<file path="src/rtl/apb_master_bridge.sv">
// -----------------------------------------------------------------------------
// apb_master_bridge
//
// APB3 initiator that turns a simple command/response handshake into APB
// SETUP/ACCESS transfers on a single completer. It waits on PREADY, returns the
// read data and the error status, and uses a watchdog to end any ACCESS phase
// whose completer never answers.
//
// Ports
//   PCLK, PRESETn           clock (rising edge), asynchronous active-low reset
//   cmd_valid / cmd_ready   command handshake; cmd_write, cmd_addr and
//                           cmd_wdata are captured when both are high
//   rsp_valid / rsp_ready   response handshake; rsp_rdata, rsp_err and
//                           rsp_timeout are held while rsp_valid is high
//   PSELx, PENABLE, PWRITE,
//   PADDR, PWDATA           APB request signals, all registered
//   PRDATA, PREADY, PSLVERR APB completer signals
// -----------------------------------------------------------------------------
module apb_master_bridge #(
  parameter int DATA_WIDTH     = 32,
  parameter int ADDR_WIDTH     = 32,
  parameter int TIMEOUT_CYCLES = 16
) (
  input  logic                  PCLK,
  input  logic                  PRESETn,
  input  logic                  cmd_valid,
  output logic                  cmd_ready,
  input  logic                  cmd_write,
  input  logic [ADDR_WIDTH-1:0] cmd_addr,
  input  logic [DATA_WIDTH-1:0] cmd_wdata,
  output logic                  rsp_valid,
  input  logic                  rsp_ready,
  output logic [DATA_WIDTH-1:0] rsp_rdata,
  output logic                  rsp_err,
  output logic                  rsp_timeout,
  output logic                  PSELx,
  output logic                  PENABLE,
  output logic                  PWRITE,
  output logic [ADDR_WIDTH-1:0] PADDR,
  output logic [DATA_WIDTH-1:0] PWDATA,
  input  logic [DATA_WIDTH-1:0] PRDATA,
  input  logic                  PREADY,
  input  logic                  PSLVERR
);

  // Watchdog counter is wide enough to hold TIMEOUT_CYCLES; one bit when the
  // watchdog is disabled so the declarations stay legal.
  localparam int CW = (TIMEOUT_CYCLES > 0) ? $clog2(TIMEOUT_CYCLES + 1) : 1;
  localparam logic [CW-1:0] WD_LAST =
    (TIMEOUT_CYCLES > 0) ? CW'(TIMEOUT_CYCLES - 1) : '0;
  localparam logic [CW-1:0] WD_MAX = '1;
  localparam bit WD_EN = (TIMEOUT_CYCLES != 0);

  typedef enum logic [1:0] {
    S_IDLE   = 2'd0,
    S_SETUP  = 2'd1,
    S_ACCESS = 2'd2,
    S_RESP   = 2'd3
  } state_t;

  state_t                  state_reg, state_next;
  logic [CW-1:0]           wd_cnt_reg, wd_cnt_next;
  logic                    cmd_ready_reg, cmd_ready_next;
  logic                    rsp_valid_reg, rsp_valid_next;
  logic [DATA_WIDTH-1:0]   rsp_rdata_reg, rsp_rdata_next;
  logic                    rsp_err_reg, rsp_err_next;
  logic                    rsp_timeout_reg, rsp_timeout_next;
  logic                    psel_reg, psel_next;
  logic                    penable_reg, penable_next;
  logic                    pwrite_reg, pwrite_next;
  logic [ADDR_WIDTH-1:0]   paddr_reg, paddr_next;
  logic [DATA_WIDTH-1:0]   pwdata_reg, pwdata_next;

  logic cmd_accept;
  logic wd_fire;

  // cmd_ready is registered and only high in IDLE, so this is the command
  // handshake.
  assign cmd_accept = cmd_valid & cmd_ready_reg;

  // The counter holds the number of ACCESS cycles already spent without
  // PREADY, so it equals TIMEOUT_CYCLES-1 during the last permitted cycle.
  // PREADY in that same cycle takes precedence.
  assign wd_fire = WD_EN && !PREADY && (wd_cnt_reg == WD_LAST);

  // ---------------------------------------------------------------------------
  // State and output registers
  // ---------------------------------------------------------------------------
  always_ff @(posedge PCLK or negedge PRESETn) begin
    if (!PRESETn) begin
      state_reg       <= S_IDLE;
      wd_cnt_reg      <= '0;
      cmd_ready_reg   <= 1'b0;
      rsp_valid_reg   <= 1'b0;
      rsp_rdata_reg   <= '0;
      rsp_err_reg     <= 1'b0;
      rsp_timeout_reg <= 1'b0;
      psel_reg        <= 1'b0;
      penable_reg     <= 1'b0;
      pwrite_reg      <= 1'b0;
      paddr_reg       <= '0;
      pwdata_reg      <= '0;
    end else begin
      state_reg       <= state_next;
      wd_cnt_reg      <= wd_cnt_next;
      cmd_ready_reg   <= cmd_ready_next;
      rsp_valid_reg   <= rsp_valid_next;
      rsp_rdata_reg   <= rsp_rdata_next;
      rsp_err_reg     <= rsp_err_next;
      rsp_timeout_reg <= rsp_timeout_next;
      psel_reg        <= psel_next;
      penable_reg     <= penable_next;
      pwrite_reg      <= pwrite_next;
      paddr_reg       <= paddr_next;
      pwdata_reg      <= pwdata_next;
    end
  end

  // ---------------------------------------------------------------------------
  // Next-state logic
  // ---------------------------------------------------------------------------
  always_comb begin
    state_next = state_reg;
    unique case (state_reg)
      S_IDLE:   if (cmd_accept) state_next = S_SETUP;
      S_SETUP:  state_next = S_ACCESS;
      S_ACCESS: if (PREADY || wd_fire) state_next = S_RESP;
      S_RESP:   if (rsp_ready) state_next = S_IDLE;
      default:  state_next = S_IDLE;
    endcase
  end

  // ---------------------------------------------------------------------------
  // Output logic: next values of the registered outputs
  // ---------------------------------------------------------------------------
  always_comb begin
    // Handshake/bus-phase flags follow the state being entered so they are
    // valid during that state's first cycle.
    cmd_ready_next   = (state_next == S_IDLE);
    psel_next        = (state_next == S_SETUP) || (state_next == S_ACCESS);
    penable_next     = (state_next == S_ACCESS);
    rsp_valid_next   = (state_next == S_RESP);

    // Request and response fields hold their values unless updated below.
    pwrite_next      = pwrite_reg;
    paddr_next       = paddr_reg;
    pwdata_next      = pwdata_reg;
    rsp_rdata_next   = rsp_rdata_reg;
    rsp_err_next     = rsp_err_reg;
    rsp_timeout_next = rsp_timeout_reg;
    wd_cnt_next      = wd_cnt_reg;

    unique case (state_reg)
      S_IDLE: begin
        if (cmd_accept) begin
          pwrite_next = cmd_write;
          paddr_next  = cmd_addr;
          pwdata_next = cmd_wdata;
          wd_cnt_next = '0;
        end
      end
      S_ACCESS: begin
        if (PREADY) begin
          rsp_rdata_next   = pwrite_reg ? '0 : PRDATA;
          rsp_err_next     = PSLVERR;
          rsp_timeout_next = 1'b0;
        end else begin
          if (wd_fire) begin
            rsp_rdata_next   = '0;
            rsp_err_next     = 1'b1;
            rsp_timeout_next = 1'b1;
          end
          // Saturate so a disabled watchdog never wraps.
          if (wd_cnt_reg != WD_MAX) wd_cnt_next = wd_cnt_reg + 1'b1;
        end
      end
      default: ;
    endcase
  end

  assign cmd_ready   = cmd_ready_reg;
  assign rsp_valid   = rsp_valid_reg;
  assign rsp_rdata   = rsp_rdata_reg;
  assign rsp_err     = rsp_err_reg;
  assign rsp_timeout = rsp_timeout_reg;
  assign PSELx       = psel_reg;
  assign PENABLE     = penable_reg;
  assign PWRITE      = pwrite_reg;
  assign PADDR       = paddr_reg;
  assign PWDATA      = pwdata_reg;

endmodule

</file>
<file path="config.mk">
export PLATFORM = sky130hd
export DESIGN_NAME = apb_master_bridge
export DESIGN_NICKNAME = d
export VERILOG_FILES = /design/src/rtl/apb_master_bridge.sv
export SDC_FILE = /design/constraint.sdc
export NUM_CORES = 1
export LEC_CHECK = 0
export ABC_AREA = 1
export CORE_MARGIN = 3
export CORE_UTILIZATION = 41
export DETAILED_ROUTE_END_ITERATION = 12
export HOLD_SLACK_MARGIN = 0.05
export PLACE_DENSITY = 0.81
export SYNTH_ARGS = -nofsm -noshare
export SYNTH_HDL_FRONTEND = slang
export SYNTH_SLANG_ARGS = --single-unit
</file>
<file path="constraint.sdc">
create_clock -name PCLK -period 2.09 [get_ports PCLK]
set_input_delay 0.209 -clock PCLK [delete_from_list [all_inputs] [get_ports PCLK]]
set_output_delay 0.209 -clock PCLK [all_outputs]
set_load 0.01 [all_outputs]
</file>
# Word-level counts from Yosys, hierarchy flattened
# Cells that the tools add are included.
dict set report totals {
  register_bits 110
  output_inout_bits 103
}
dict set report op_classes {
  n_addsub 1
  eq_ne 11
  mux 14
  n_bitwise 1
  n_reduce_logical 11
}
# operator n
set op_table {}
lappend op_table {{32-bit 2-to-1 mux} 3}
lappend op_table {{5-bit 2-to-1 mux} 3}
lappend op_table {{5-bit one-hot mux with 2 select lines} 1}
lappend op_table {{2-bit == test, second input constant} 4}
lappend op_table {{2-bit one-hot mux with 4 select lines} 1}
lappend op_table {{2-bit 2-to-1 mux} 3}
lappend op_table {{2-bit != test, second input constant} 3}
lappend op_table {{5-bit by 1-bit adder with 5-bit output, second input constant} 1}
lappend op_table {{5-bit by 4-bit == test with 1-bit output, second input constant} 1}
lappend op_table {{5-bit != test, second input constant} 1}
lappend op_table {{2-bit by 1-bit == test with 1-bit output, second input constant} 2}
lappend op_table {{2-bit logical NOT} 2}
lappend op_table {{2-bit AND reduction} 2}
lappend op_table {{4-bit AND reduction} 1}
lappend op_table {{2-bit nonzero test} 2}
lappend op_table {{1-bit 2-to-1 mux} 3}
lappend op_table {{1-bit logical OR} 2}
lappend op_table {{1-bit AND} 1}
lappend op_table {{1-bit logical AND} 1}
lappend op_table {{1-bit logical NOT} 1}

# Depth between registers and ports, before layout
dict set report depth {
  ltp_word 7
  depth_mapped 9
  depth_no_buf 9
}

# Worst setup path after synthesis
# Ideal clock, no wire load.
dict set report synth_timing {
  path_type {register -> register}
  start {register wd_cnt_reg[0]}
  end {register psel_reg, in the netlist PSELx}
  setup_ns 0.126
  arrival_time_ns 1.572
  required_ns 1.964
  slack_ns 0.392
  path_stages_with_launch 9
  n_path_buf 0
  period_less_slack_ns 1.698
  cell_sequence {dfrtp_1 ha_1 nand2_1 nor2_1 ha_1 o21ai_2 nand2_1 inv_1 ha_1}
}
dict set report synth_between {
  elab_chain_cells 7
  word_cells_on_any_way 8
}
# element line
set synth_lines {}
lappend synth_lines {{start, declared} 62} ;# logic [CW-1:0] wd_cnt_reg, wd_cnt_next;
lappend synth_lines {{start signal, assigned} 105} ;# wd_cnt_reg <= wd_cnt_next;
lappend synth_lines {{5-bit by 4-bit == test with 1-bit output *} 84} ;# assign wd_fire = WD_EN && !PREADY && (wd_cnt_reg == WD_LAST);
lappend synth_lines {{1-bit logical AND *} 84}
lappend synth_lines {{1-bit logical OR *} 127} ;# S_ACCESS: if (PREADY || wd_fire) state_next = S_RESP;
lappend synth_lines {{2-bit 2-to-1 mux *} 127}
lappend synth_lines {{2-bit one-hot mux with 4 select lines *} 124} ;# unique case (state_reg)
lappend synth_lines {{net state_next[0]} 61} ;# state_t state_reg, state_next;
lappend synth_lines {{2-bit by 1-bit == test with 1-bit output / 2-bit == test (equally long branches)} 140} ;# psel_next = (state_next == S_SETUP) || (state_next == S_ACCESS);
lappend synth_lines {{1-bit logical OR *} 140}
lappend synth_lines {{net psel_next} 68} ;# logic psel_reg, psel_next;
lappend synth_lines {{end signal, assigned} 111} ;# psel_reg <= psel_next;
lappend synth_lines {{end, declared} 68}
# The timed path passes the listed nets; every way through them passes the cells marked *.
# A chain may end at the register's enable or synchronous reset.

# Final worst setup path
dict set report layout_timing {
  start {register wd_cnt_reg[0]}
  end {register rsp_rdata_reg[18], in the netlist rsp_rdata[18]}
}
dict set report layout_between {
  elab_chain_cells 4
}
# element line
set layout_lines {}
lappend layout_lines {{5-bit by 4-bit == test with 1-bit output} 84}
lappend layout_lines {{1-bit logical AND} 84}
lappend layout_lines {{2-bit nonzero test (no source line)} -}
lappend layout_lines {{2-bit AND reduction (no source line)} -}
lappend layout_lines {{end signal, assigned} 108} ;# rsp_rdata_reg <= rsp_rdata_next;
lappend layout_lines {{end, declared} 65} ;# logic [DATA_WIDTH-1:0] rsp_rdata_reg, rsp_rdata_next;
# No other way between the ends.

==> reports/qor.csv <==
metric,value,unit
Seq cells post-synth,110,
Slew Limit Fails,0,
Post-CTS Repair Setup Buffers,0,
final hold violation count,0,
final WL,11800,um
global-route wire length before repair,19000,um
H-tree depth,3,
leakage dissipation,3.37,nW
Setup Viol. Count Final,0,
total grt overflow,0,
"IR drop worst, VDD",0.000672,V
Post-Route Skew,6.89,ps
minimum clock period,1740,ps
clk sinks,110,
DR pass1 iterations,4,
"most common cell after layout, fill and taps aside",nand2_1,
max-cap violation count,0,
# rows,36,
most frequent cells in the layout,"nand2_1 (317), clkdlybuf4s50_1 (204), dfrtp_1 (110), inv_1 (17), clkbuf_8 (11)",
CTS clock-pin slew for the worst setup and hold paths,90,ps
post-synthesis compound-gate area fraction,0.667,%
share of layout cells above drive strength 1,3.85,%
largest family of logic cells by synthesized area,simple AND/OR/NAND/NOR gates,
Post-Syn Instances,492,
overall routing resource usage,20.6,%
WP data required,2380,ps
Final nets,807,
antenna cell count,0,
DRC viols,0,
Synth Warn #,0,
pin count of the biggest net entering global routing,50,
Worst-Margin Slew,632,ps
Initial Util,43.2,%
setup tns final,0,ps
antenna violations before repair,0,
clk_lat worst skew,350,ps
# IOs,206,
Arrival @ worst endpoint,2030,ps
CP max FO,36,
Die H,109,um
Synth Area in XOR/XNOR,0,%
synth-to-layout area growth,54.5,%
area of the multi-input gates,1370,um^2
CTS tree,built,
Startpoint Class,flop,
DRT iter0 DRCs,192,
Synth Area in Simple Gates,29.4,%
ANT nets after route,0,
Pwr per Cell Area,1360,nW/um^2
CTS Buf Count,9,
Core ar.,10000,um^2
Post-CTS Hold Fix Bufs,1,
DP HPWL,8910,um
die area,11800,um^2
Port Buffers,205,
Mean Syn Cell Area,8.77,um^2
vias in the first global route,4007,
post-synthesis sequential area ratio,63.8,%
maximum buffer depth of the clock tree,2,
status,completed,
register area,2750,um^2
DR vias,3878,
wire length per cell,14.1,um
Final Hold Slack,379,ps
drt via density,4.64,
Mapped Area,4320,um^2
RSZ-0062 raised after global routing,false,
adder-cell area share of the yosys netlist,1.74,%
Slew headroom,57.8,%
syn_nets,601,
Placer Congestion,0.787,
count of cells resized by post-cts repair,0,
WS Path Type,reg -> reg,
post-synthesis mux area share,0,%
Layout fillers,834,
Max Fclk,575,MHz
Unique masters post-synth,15,
CP Capture Type,flop,
worst hold path type,in -> reg,
fin crit share,83.2,%
Die X,109,um
clock root buffer,clkbuf_8,
[power by group]
group	switching [mW]	internal (mW)
Sequential	0.622	3.14
Clock	0.641	0.494
Combinational	1.85	2.31
Total	3.12	5.94
[worst max-delay path: stages (launching register included)]
cell and delay [ps]:
dfrtp_1 440, ha_1 240, nand2_1 80, nor2_1 60, ha_1 180, o21ai_2 130
buf_4 350, nand2_1 110, nand2_1 90
[cell usage after synthesis, drive strengths merged]
master / n / area share [%]
nand2: 318 / 28
nand4: 2 / 0.29
nor2: 8 / 0.81
o21ai: 4 / 0.55
nand3: 5 / 0.58
ha: 6 / 1.7
a21oi: 1 / 0.12
buf: 20 / 2.8
inv: 18 / 1.6
dfrtp: 110 / 64
[through the flow]
step | cells | utilization, % | setup slack (ps) | total power, mW | area (um^2)
after floorplan | 492 | - | 392 | 5.37 | 4320
after global placement | 819 | 64.9 | 447 | 7.84 | 6490
after detailed placement | 819 | 64.9 | 367 | 8.01 | 6490
after CTS | 835 | 66.7 | 337 | 9.20 | 6670
after global routing | 835 | 66.7 | 176 | 9.76 | 6670
final | 835 | 66.7 | 351 | 9.06 | 6670
[layer usage]
metal,GRT usage (%),vias up,wire [um]
met4,7.39,0,210
met5,0,-,0
li1,-,1884,-
met1,24.4,1827,4680
met2,35.5,151,5790
met3,5.91,16,1080
[layout make-up]
cell class | instances | area share (%)
Tap cell | 133 | 2.50
Sequential cell | 110 | 41.3
Timing Repair Buffer | 215 | 32.1
Inverter | 18 | 1.01
Multi-Input combinational cell | 344 | 20.6
Clock buffer | 14 | 2.44
Clock inverter | 1 | 0.0751
[final timing paths]
kind | end | slack, ps | cells after the start | from
min | PADDR[8] | 380 | 3 | cmd_addr[8]
max in group asynchronous | PWDATA[1] | 940 | 3 | PRESETn
max | rsp_rdata[18] | 350 | 8 | wd_cnt_reg[0]
min reg2reg | PWDATA[5] | 490 | 2 | PWDATA[5]
min in group asynchronous | PWDATA[22] | 430 | 2 | PRESETn
max reg2reg | rsp_rdata[18] | 350 | 8 | wd_cnt_reg[0]
[cell families after synthesis]
logic type      after synthesis
fa+ha+maj                     6
flops                       110
buf+inv                      38
compound gates                5
simple gates                333
Note: power is estimated with default switching activity, not from simulation.
